===== src/rtl/ret_addr_stack_pkg.sv =====
// Shared CPU constants for the return-address stack: default geometry and
// the overflow-policy encoding used by the pipeline slices.
package ret_addr_stack_pkg;

   localparam int RAS_WIDTH = 16;
   localparam int RAS_DEPTH = 8;

   // Push-when-full policy: wrap overwrites the oldest entry, drop discards the push.
   localparam bit OVF_MODE_DROP = 1'b0;
   localparam bit OVF_MODE_WRAP = 1'b1;

endpackage


===== src/rtl/ret_addr_stack.sv =====
// Circular return-address stack: pushed by retiring Calls and popped by retiring
// Rets; provides the predicted return PC on top_addr.
module ret_addr_stack
   import ret_addr_stack_pkg::*;
#(
   parameter int WIDTH    = RAS_WIDTH,
   parameter int DEPTH    = RAS_DEPTH,
   parameter bit OVF_WRAP = OVF_MODE_WRAP
) (
   input  logic                       clk,
   input  logic                       rst,
   input  logic                       stall,
   input  logic                       push,
   input  logic [WIDTH-1:0]           push_addr,
   input  logic                       pop,
   input  logic                       clr_err,
   output logic [WIDTH-1:0]           top_addr,
   output logic [$clog2(DEPTH+1)-1:0] count,
   output logic                       empty,
   output logic                       full,
   output logic                       ovf,
   output logic                       udf
);

   localparam int PW = $clog2(DEPTH);
   localparam int CW = $clog2(DEPTH+1);
   localparam logic [CW-1:0] CNT_FULL = CW'(DEPTH);

   logic [WIDTH-1:0] mem_q [DEPTH];
   logic [PW-1:0]    tp_q, tp_d;
   logic [CW-1:0]    cnt_q, cnt_d;
   logic             ovf_q, ovf_d;
   logic             udf_q, udf_d;
   logic             wr_en;
   logic [PW-1:0]    wr_idx;
   logic [PW-1:0]    top_idx;

   // DEPTH is a power of two, so pointer arithmetic wraps for free.
   assign top_idx  = tp_q - 1'b1;
   assign top_addr = (cnt_q != '0) ? mem_q[top_idx] : '0;
   assign count    = cnt_q;
   assign empty    = (cnt_q == '0);
   assign full     = (cnt_q == CNT_FULL);
   assign ovf      = ovf_q;
   assign udf      = udf_q;

   always_comb begin
      tp_d   = tp_q;
      cnt_d  = cnt_q;
      ovf_d  = ovf_q;
      udf_d  = udf_q;
      wr_en  = 1'b0;
      wr_idx = tp_q;
      if (!stall) begin
         // Clear first so an error event in the same cycle wins.
         if (clr_err) begin
            ovf_d = 1'b0;
            udf_d = 1'b0;
         end
         if (push && pop) begin
            if (cnt_q != '0) begin
               wr_en  = 1'b1;
               wr_idx = top_idx;
            end else begin
               wr_en = 1'b1;
               tp_d  = tp_q + 1'b1;
               cnt_d = cnt_q + 1'b1;
               udf_d = 1'b1;
            end
         end else if (push) begin
            if (cnt_q != CNT_FULL) begin
               wr_en = 1'b1;
               tp_d  = tp_q + 1'b1;
               cnt_d = cnt_q + 1'b1;
            end else begin
               ovf_d = 1'b1;
               if (OVF_WRAP) begin
                  wr_en = 1'b1;
                  tp_d  = tp_q + 1'b1;
               end
            end
         end else if (pop) begin
            if (cnt_q != '0) begin
               tp_d  = tp_q - 1'b1;
               cnt_d = cnt_q - 1'b1;
            end else begin
               udf_d = 1'b1;
            end
         end
      end
   end

   always_ff @(posedge clk) begin
      if (rst) begin
         tp_q  <= '0;
         cnt_q <= '0;
         ovf_q <= 1'b0;
         udf_q <= 1'b0;
      end else begin
         tp_q  <= tp_d;
         cnt_q <= cnt_d;
         ovf_q <= ovf_d;
         udf_q <= udf_d;
      end
   end

   always_ff @(posedge clk) begin
      if (!rst && wr_en) begin
         mem_q[wr_idx] <= push_addr;
      end
   end

endmodule

===== config.mk =====
export PLATFORM = sky130hd
export DESIGN_NAME = ret_addr_stack
export DESIGN_NICKNAME = d
export VERILOG_FILES = /design/src/rtl/ret_addr_stack_pkg.sv /design/src/rtl/ret_addr_stack.sv
export SDC_FILE = /design/constraint.sdc
export NUM_CORES = 1
export LEC_CHECK = 0
export CAP_MARGIN = 0
export CORE_UTILIZATION = 30
export CTS_CLUSTER_DIAMETER = 30
export CTS_CLUSTER_SIZE = 30
export DETAILED_ROUTE_END_ITERATION = 7
export GPL_TIMING_DRIVEN = 1
export SYNTH_ARGS = -nofsm -noshare
export SYNTH_HDL_FRONTEND = slang
export SYNTH_SLANG_ARGS = --single-unit

===== constraint.sdc =====
create_clock -name clk -period 3 [get_ports clk]
set_clock_uncertainty 0.1 [all_clocks]
set_input_delay 0.6 -clock clk [delete_from_list [all_inputs] [get_ports clk]]
set_output_delay 0.6 -clock clk [all_outputs]
set_load 0.005 [all_outputs]

Word level (Yosys, flattened, before mapping)
Memory sizes are Yosys's and may differ from the RTL's.
Cells that the tools add are included.
{ "classes": {"addsub": 4, "multipliers": 0, "div_mod_pow": 0, "n_lt_le_gt_ge": 0, "eq_ne": 4, "shifts": 0, "mux": 28, "n_bitwise": 1, "n_reduce_logical": 9} }
{ "op_table": {"columns": ["cell", "count"], "rows": [
  ["$mux 4", 6],
  ["$mux 3", 7],
  ["$mux 16", 1],
  ["$mux 1", 14],
  ["$reduce_bool 3->1", 2],
  ["$reduce_and 5->1", 1],
  ["$add 4x1->4 const B", 1],
  ["$eq 4x4->1 const B", 1],
  ["$logic_not 4->1", 1],
  ["$ne 4x4->1 const B", 1],
  ["$reduce_bool 4->1", 1],
  ["$sub 4x1->4 const B", 1],
  ["$add 3x1->3 const B", 1],
  ["$ne 3x1->1 const B", 1],
  ["$reduce_and 3->1", 1],
  ["$sub 3x1->3 const B", 1],
  ["$logic_and 1x1->1", 2],
  ["$ne 2x2->1 const B", 1],
  ["$logic_not 1->1", 1],
  ["$not 1->1", 1]
]} }
{ "word_totals": {"regBits": 9, "latch_bits": 0, "ram_bits": 128, "rom_bits": 0, "output_inout_bits": 24, "elab_cells": 51, "n_memories": 1} }
{ "mem_list": {"columns": ["memory", "words", "word_bits", "read_ports", "rd_clocked_by_memory_dff", "wr", "line", "rtl"], "rows": [
  ["mem_q", 8, 16, 1, 0, 1, "ret_addr_stack.sv:29", "logic [WIDTH-1:0] mem_q [DEPTH];"]
]} }

Longest topological paths before layout
Gate-level depths: netlist of run 1.
{ "depth": {"depth_word": 6, "mapped_depth": 9} }

Worst setup path before layout of run 1
Ideal clock, no wire load.
{ "synth_path": {"path_type": "register to register", "from": "reg tp_q[0]", "to": "mem mem_q[2][0] in the netlist's numbering, enable pin", "setup_ns": 0.388, "arrival_ns": 2.334, "path_slack_ns": 0.177, "stages_incl_launch_ff": 9, "path_buffers": 3, "synth_period_minus_slack_ns": 2.823, "cell_sequence": "dfxtp_1 > buf_4 > inv_1 > ha_1 > clkbuf_1 > clkbuf_1 > nor4_1 > nor3_1 > nor2_1"} }
{ "synth_via": {"elab_chain_cells": 4} }
{ "synth_rtl": {"columns": ["item", "line", "rtl"], "rows": [
  ["start: declaration", "ret_addr_stack.sv:30", "logic [PW-1:0] tp_q, tp_d;"],
  ["start signal: assignment", "ret_addr_stack.sv:100", "tp_q <= tp_d;"],
  ["$sub 3x1->3", "ret_addr_stack.sv:39", "assign top_idx = tp_q - 1'b1;"],
  ["$mux 3", "ret_addr_stack.sv:61", "if (cnt_q != '0) begin"],
  ["$mux 3", "ret_addr_stack.sv:60", "if (push && pop) begin"],
  ["$mux 3 (*)", "ret_addr_stack.sv:54", "if (!stall) begin"],
  ["end: declaration", "ret_addr_stack.sv:29", null]
]} }
Every way passes the cells marked *; elsewhere a longest branch is shown, timed or not.

Worst setup path after layout of run 1
{ "layout_path": {"from": "reg cnt_q[0] (netlist: count[0])", "to": "out top_addr[2]"} }
{ "layout_via": {"elab_chain_cells": 2} }
{ "layout_rtl": {"columns": ["item", "line", "rtl"], "rows": [
  ["start: declaration", "ret_addr_stack.sv:31", "logic [CW-1:0] cnt_q, cnt_d;"],
  ["start signal: assignment", "ret_addr_stack.sv:101", "cnt_q <= cnt_d;"],
  ["$reduce_bool 4->1", "ret_addr_stack.sv:40", "assign top_addr = (cnt_q != '0) ? mem_q[top_idx] : '0;"],
  ["$mux 16", "ret_addr_stack.sv:40", null],
  ["end: declaration", "ret_addr_stack.sv:17", "output logic [WIDTH-1:0] top_addr,"]
]} }
No other way between the ends.

==> flow_summary.yaml, run 1 <==
clock_network:
  cts_buffers: 17
  cts_tree: "built"
  clkLatencyLatePin_ns: 0.41
  cts_sinks: 137
  path_clk_slew_ns: 0.06
  clockRootBuffer: "clkbuf_16"
  hold_buffers: 0
  cts_max_level: 4
  clockBufferDepth: 2
synthesis:
  yosysMostFrequentCell: "edfxtp_1"
  syn_nets: 368
  synth_top_area_frac: 0.672
  yosysWarnings: 0
  syn_area_mm2: 0.00572
  netlist_top_cells_area: "edfxtp_1 (67%), mux4_2 (13%), dfxtp_1 (3.2%)"
  ys_top_cells_by_count: "edfxtp_1 (128), mux4_2 (32), nand3_1 (32)"
  ys_ff_latch: 137
  synthCells: 342
  synthFlopType: "edfxtp_1"
  yosysTopAreaCell: "edfxtp_1"
  ys_seq_area_frac: 0.704
  ys_types: 43
  async_flop_share: 0
  synth_edf_count: 128
  syn_area_per_cell_um2: 16.7
layout:
  diodes: 0
  final_layout_size_suffix_gt1_frac: 0.283
  fin_util: 0.402
  finish.net_count: 455
  area_growth_pct: 31.4
worst_setup_path:
  reg2reg_depth: 9
  worstPathArrival_ns: 2.23
  r2r_end: "mem_q[4][12]"
  rrSetupSlack_ns: 0.27
  cp_max_fo: 7
  critPathCaptureType: "output pin"
  reg2reg_from: "count[0]"
  startpoint_type: "register"
  crit_type: "register to output pin"
  crit_required_ns: 2.30
floorplanning:
  start_util: 0.306
  die_w_um: 140
  rows: 50
  ios: 46
  core_mm2: 0.0187
  dieArea_mm2: 0.0196
  die_h_um: 140
detailed_routing:
  drt_first_iter_violations: 202
  routedWlPerCell_um: 18.6
  drt-total-wl_um: 12600
  remaining_drc_errors: 0
  via_per_inst: 5.09
  postRouteAntennaNets: 0
  firstDrtPassIters: 5
  vias: 3439
timing:
  tns_ns: 0
  fmax_mhz: 341
  setup_violations: 0
  maxSlewViolCount: 0
  worst_hold_slack_ns: 0.400
  rsz0062_at_grt: "no"
  hold_violations: 0
  worst_slew_margin_rel: 0.619
  worst_slack_ns: 0.0659
  worst_pin_slew_ns: 0.555
  timing.final.crit_period_ns: 2.93
  min_period_over_period: 0.978
global_route:
  grt_pass1_wl_um: 18900
  grt_start_max_net_pins: 38
  grt_pass1_vias: 3413
  overflow: 0
  grt_usage: 0.131
  antenna_found_initial: 0
placement:
  place.gp.congestion: 0.846
  dp_worst_setup_slack_ns: 0.144
  io_buffer_count: 45
  detailed_place_hpwl_um: 7810
job:
  max-cap-violations: 0
min_path:
  hold_start: "udf"
  hold_end: "udf"
  hp-class: "register to register"
  whs_path_depth: 2
power:
  p_per_area_mw_per_mm2: 708
  p_leak_nw: 2.61
  p_total_w: 0.00532
  ir_drop_v: 0.000362
outcome:
  status: "complete, no violations"
layout by cell type, fill, tap and decap left out, types with 6 or more instances in the layout:
cell type and n:
a21oi_1 6, buf_12 7, buf_4 33, clkbuf_16 19, clkdlybuf4s50_1 34, dlymetal6s2s_1 6, edfxtp_1 128, mux4_2 32
nand2_1 23, nand3_1 31, nor2_1 16, nor3_1 6
registers in the layout, indices dropped and copies added (netlist names):
name   flops
mem_q    128
ovf        1
count      4
tp_q       3
udf        1
repair_timing:
item                       CTS  global route
gates cloned                 1             3
pin swaps                    1             1
setup endpoints to repair   16            11
gates resized for setup     13            17
buffers inserted             1             9
power by group:
group          switching [W]  leakage [nW]  internal, W
sequential         0.0000235          1.23      0.00213
clock               0.000794         0.283      0.00124
combinational       0.000534          1.10     0.000601
total                0.00135          2.61      0.00397
cell families after synthesis:
kind of cell	after synthesis	share of synthesized area
fa+ha+maj	4	0.00875
buf+inv	30	0.0228
simple gates	108	0.0991
flops	137	0.704
xor+xnor	2	0.00306
mux	34	0.130
compound gates	27	0.0330
per-layer routing:
metal,vias to the layer above,GRT usage,share of wire
li1,1556,-,-
met1,1747,0.160,0.42
met2,118,0.221,0.51
met3,18,0.0338,0.051
met4,0,0.0515,0.018
met5,-,0,0
how the worst max path moves through the flow:
stage | from | end | cells past startpoint
floorplan | tp_q[0] | mem_q[2][0] | 8
global placement | stall | mem_q[4][12] | 6
detailed placement | stall | mem_q[4][10] | 6
CTS | tp_q[0] | top_addr[6] | 7
global route | tp_q[0] | top_addr[2] | 8
finish | count[0] | top_addr[2] | 7
per-stage QoR:
| stage | std cells | cell area [um^2] |
|---|---|---|
| 2_1_floorplan | 342 | 5720 |
| 3_3_place_gp | 630 | 6660 |
| 3_5_place_dp | 630 | 6660 |
| 4_1_cts | 664 | 7320 |
| 5_1_grt | 676 | 7510 |
| 6_report | 676 | 7510 |
critical path, stage by stage (launching register included):
cell             delay, ns
dfxtp_4               0.36
inv_2                 0.07
ha_4                  0.15
or3b_4                0.48
clkbuf_16             0.19
nand3_1               0.06
nand2_1               0.06
clkdlybuf4s50_1       0.45
layout make-up:
| class | count | area [um^2] |
|---|---|---|
| multi-input cells | 176 | 1620 |
| clock inverters | 15 | 166 |
| inverters | 7 | 27.5 |
| fillers | 1638 | 11200 |
| clock buffers | 17 | 425 |
| well taps | 234 | 293 |
| repair buffers | 90 | 947 |
| flip-flops and latches | 137 | 4030 |
Note: power is estimated with default switching activity, not from simulation.
==> run 2, diff against run 1 <==
--- a/config.mk
+++ b/config.mk
@@ -10,7 +10,7 @@
 export CTS_CLUSTER_DIAMETER = 30
 export CTS_CLUSTER_SIZE = 30
 export DETAILED_ROUTE_END_ITERATION = 7
-export GPL_TIMING_DRIVEN = 1
+export GPL_TIMING_DRIVEN = 0
 export SYNTH_ARGS = -nofsm -noshare
 export SYNTH_HDL_FRONTEND = slang
 export SYNTH_SLANG_ARGS = --single-unit
==> run 2 against run 1 <==
  * Core utilization shrank 0.13 points
  * Critical path type unchanged
  * Register-to-register slack worse by 0.12 ns
  * Critical path depth rose by 2
  * Highest routed layer unchanged
  * Combinational power hardly changed
  * Die area unchanged
==> flow_summary.yaml, run 2 (same netlist as run 1, synthesis figures left out) <==
outcome:
  status: "complete, no violations"
worst_setup_path:
  reg2reg_from: "tp_q[0]"
  cp-startpoint: "tp_q[0]"
  r2r_end: "mem_q[2][10]"
  worstPathArrival_ns: 2.25
  reg2reg_depth: 10
  crit_required_ns: 2.30
  crit_type: "register to output pin"
  startpoint_type: "register"
  critPathCaptureType: "output pin"
  cp_max_fo: 5
  rrSetupSlack_ns: 0.15
timing:
  tns_ns: 0
  rsz0062_at_grt: "yes"
  maxSlewViolCount: 0
  setup_violations: 0
  worst_pin_slew_ns: 0.918
  fmax_mhz: 339
  worst_slew_margin_rel: 0.381
  min_period_over_period: 0.984
  timing.final.crit_period_ns: 2.95
  hold_violations: 0
floorplanning:
  start_util: 0.306
  die_h_um: 140
  ios: 46
  dieArea_mm2: 0.0196
  core_mm2: 0.0187
  die_w_um: 140
  rows: 50
min_path:
  hp-class: "register to register"
  whs_path_depth: 2
  hold_end: "udf"
  hold_start: "udf"
layout:
  final_layout_size_suffix_gt1_frac: 0.327
  finish.net_count: 450
  diodes: 0
  final_cell_mix: "edfxtp_1 (128), mux4_2 (32), clkdlybuf4s50_1 (27), nand2_1 (22)"
  layout_commonest_cell: "edfxtp_1"
  area_growth_pct: 30.9
  fin_cells: 671
  largest_register: "mem_q"
  fin_util: 0.400
  num-fill-cells: 1668
  stdcell_area_mm2: 0.00749
  largest_register_ff_count: 128
global_route:
  overflow: 0
  grt_pass1_wl_um: 20800
  grt_pass1_vias: 3622
  grt_usage: 0.147
  grt_start_max_net_pins: 17
  antenna_found_initial: 0
placement:
  dpl.cell_count: 627
  place.gp.congestion: 0.817
  io_buffer_count: 43
  detailed_place_hpwl_um: 8390
  postPlaceCellArea_mm2: 0.00663
detailed_routing:
  remaining_drc_errors: 0
  drt-total-wl_um: 13500
  postRouteAntennaNets: 0
  firstDrtPassIters: 4
  drt_first_iter_violations: 261
  via_per_inst: 5.15
  routedWlPerCell_um: 20.1
  vias: 3454
power:
  p_per_area_mw_per_mm2: 706
  ir_drop_v: 0.000436
  p_leak_nw: 2.49
  p_total_w: 0.00528
clock_network:
  cts_tree: "built"
  path_clk_slew_ns: 0.06
  cts_max_level: 4
  clockBufferDepth: 2
  clockRootBuffer: "clkbuf_16"
  cts_sinks: 137
  clkLatencyLatePin_ns: 0.42
  cts_buffers: 17
job:
  max-cap-violations: 0
[run 2: cell count changes in the layout (fill, tap and decap cells not counted), moves of 5 or more]
cell             before  now
buf_12                7    0
buf_2                 0    5
buf_4                33   14
buf_8                 0    9
clkbuf_1              0    9
clkbuf_2              0   12
clkdlybuf4s50_1      34   27
dlygate4sd2_1         5    0
dlymetal6s2s_1        6    0
nand3_1              31   20
nand3_2               1   12
nor2_1               16    8
nor2_2                0    6
[run 2: worst max-delay path by stage]
stage          cells past startpoint  slack, ns            to
2_1_floorplan                      8       0.18   mem_q[2][0]
3_3_place_gp                       8      -0.95   mem_q[6][8]
3_5_place_dp                       9      -0.72   top_addr[5]
4_1_cts                            9     -0.009   top_addr[5]
5_1_grt                            7      -0.14  mem_q[4][15]
6_report                           9       0.05  top_addr[10]
[run 2: repair_timing]
| item | CTS | global route |
|---|---|---|
| gates resized for setup | 85 | 31 |
| hold buffers | 0 | 0 |
| setup buffers | 12 | 2 |
| gates cloned | 2 | 0 |
| pin swaps | 2 | 3 |
| endpoints found under the setup margin | 144 | 56 |
[run 2: critical path, stage by stage (launching register included)]
cell             delay (ns)
dfxtp_2                0.35
buf_8                  0.12
clkinvlp_4             0.11
ha_4                   0.32
buf_6                  0.15
buf_8                  0.12
mux4_2                 0.31
nand3_2                0.09
nand2_1                0.06
clkdlybuf4s15_1        0.20
[run 2: metrics by stage]
step,hold WS (ns),worst slack (ns)
after CTS,0.391,-0.00868
after detailed placement,0.373,-0.724
after global routing,0.442,-0.135
final,0.386,0.0480
after floorplan,0.377,0.177
after global placement,0.375,-0.954
[run 2: metal layers]
layer / GRT usage / routed length (um) / vias up
met5: 0 / 0 / -
met2: 0.244 / 6610 / 132
li1: - / - / 1544
met4: 0.0578 / 286 / 0
met1: 0.184 / 5740 / 1748
met3: 0.0390 / 826 / 30
[run 2: power by group]
part | leakage, nW | total (W) | switching [W] | internal [W]
registers | 1.23 | 0.00215 | 0.0000223 | 0.00213
clock network | 0.267 | 0.00198 | 0.000755 | 0.00122
logic | 0.991 | 0.00115 | 0.000593 | 0.000559
total | 2.49 | 0.00528 | 0.00137 | 0.00391
[run 2: cell type report]
class / count / area (um^2) / area share
Clock inverter: 10 / 119 / 0.0159
Multi-Input combinational cell: 175 / 1680 / 0.225
Tap cell: 234 / 293 / 0.0391
Inverter: 7 / 31.3 / 0.00418
Timing Repair Buffer: 67 / 679 / 0.0907
Buffer: 19 / 210 / 0.0281
Sequential cell: 137 / 4030 / 0.538
Clock buffer: 22 / 444 / 0.0593
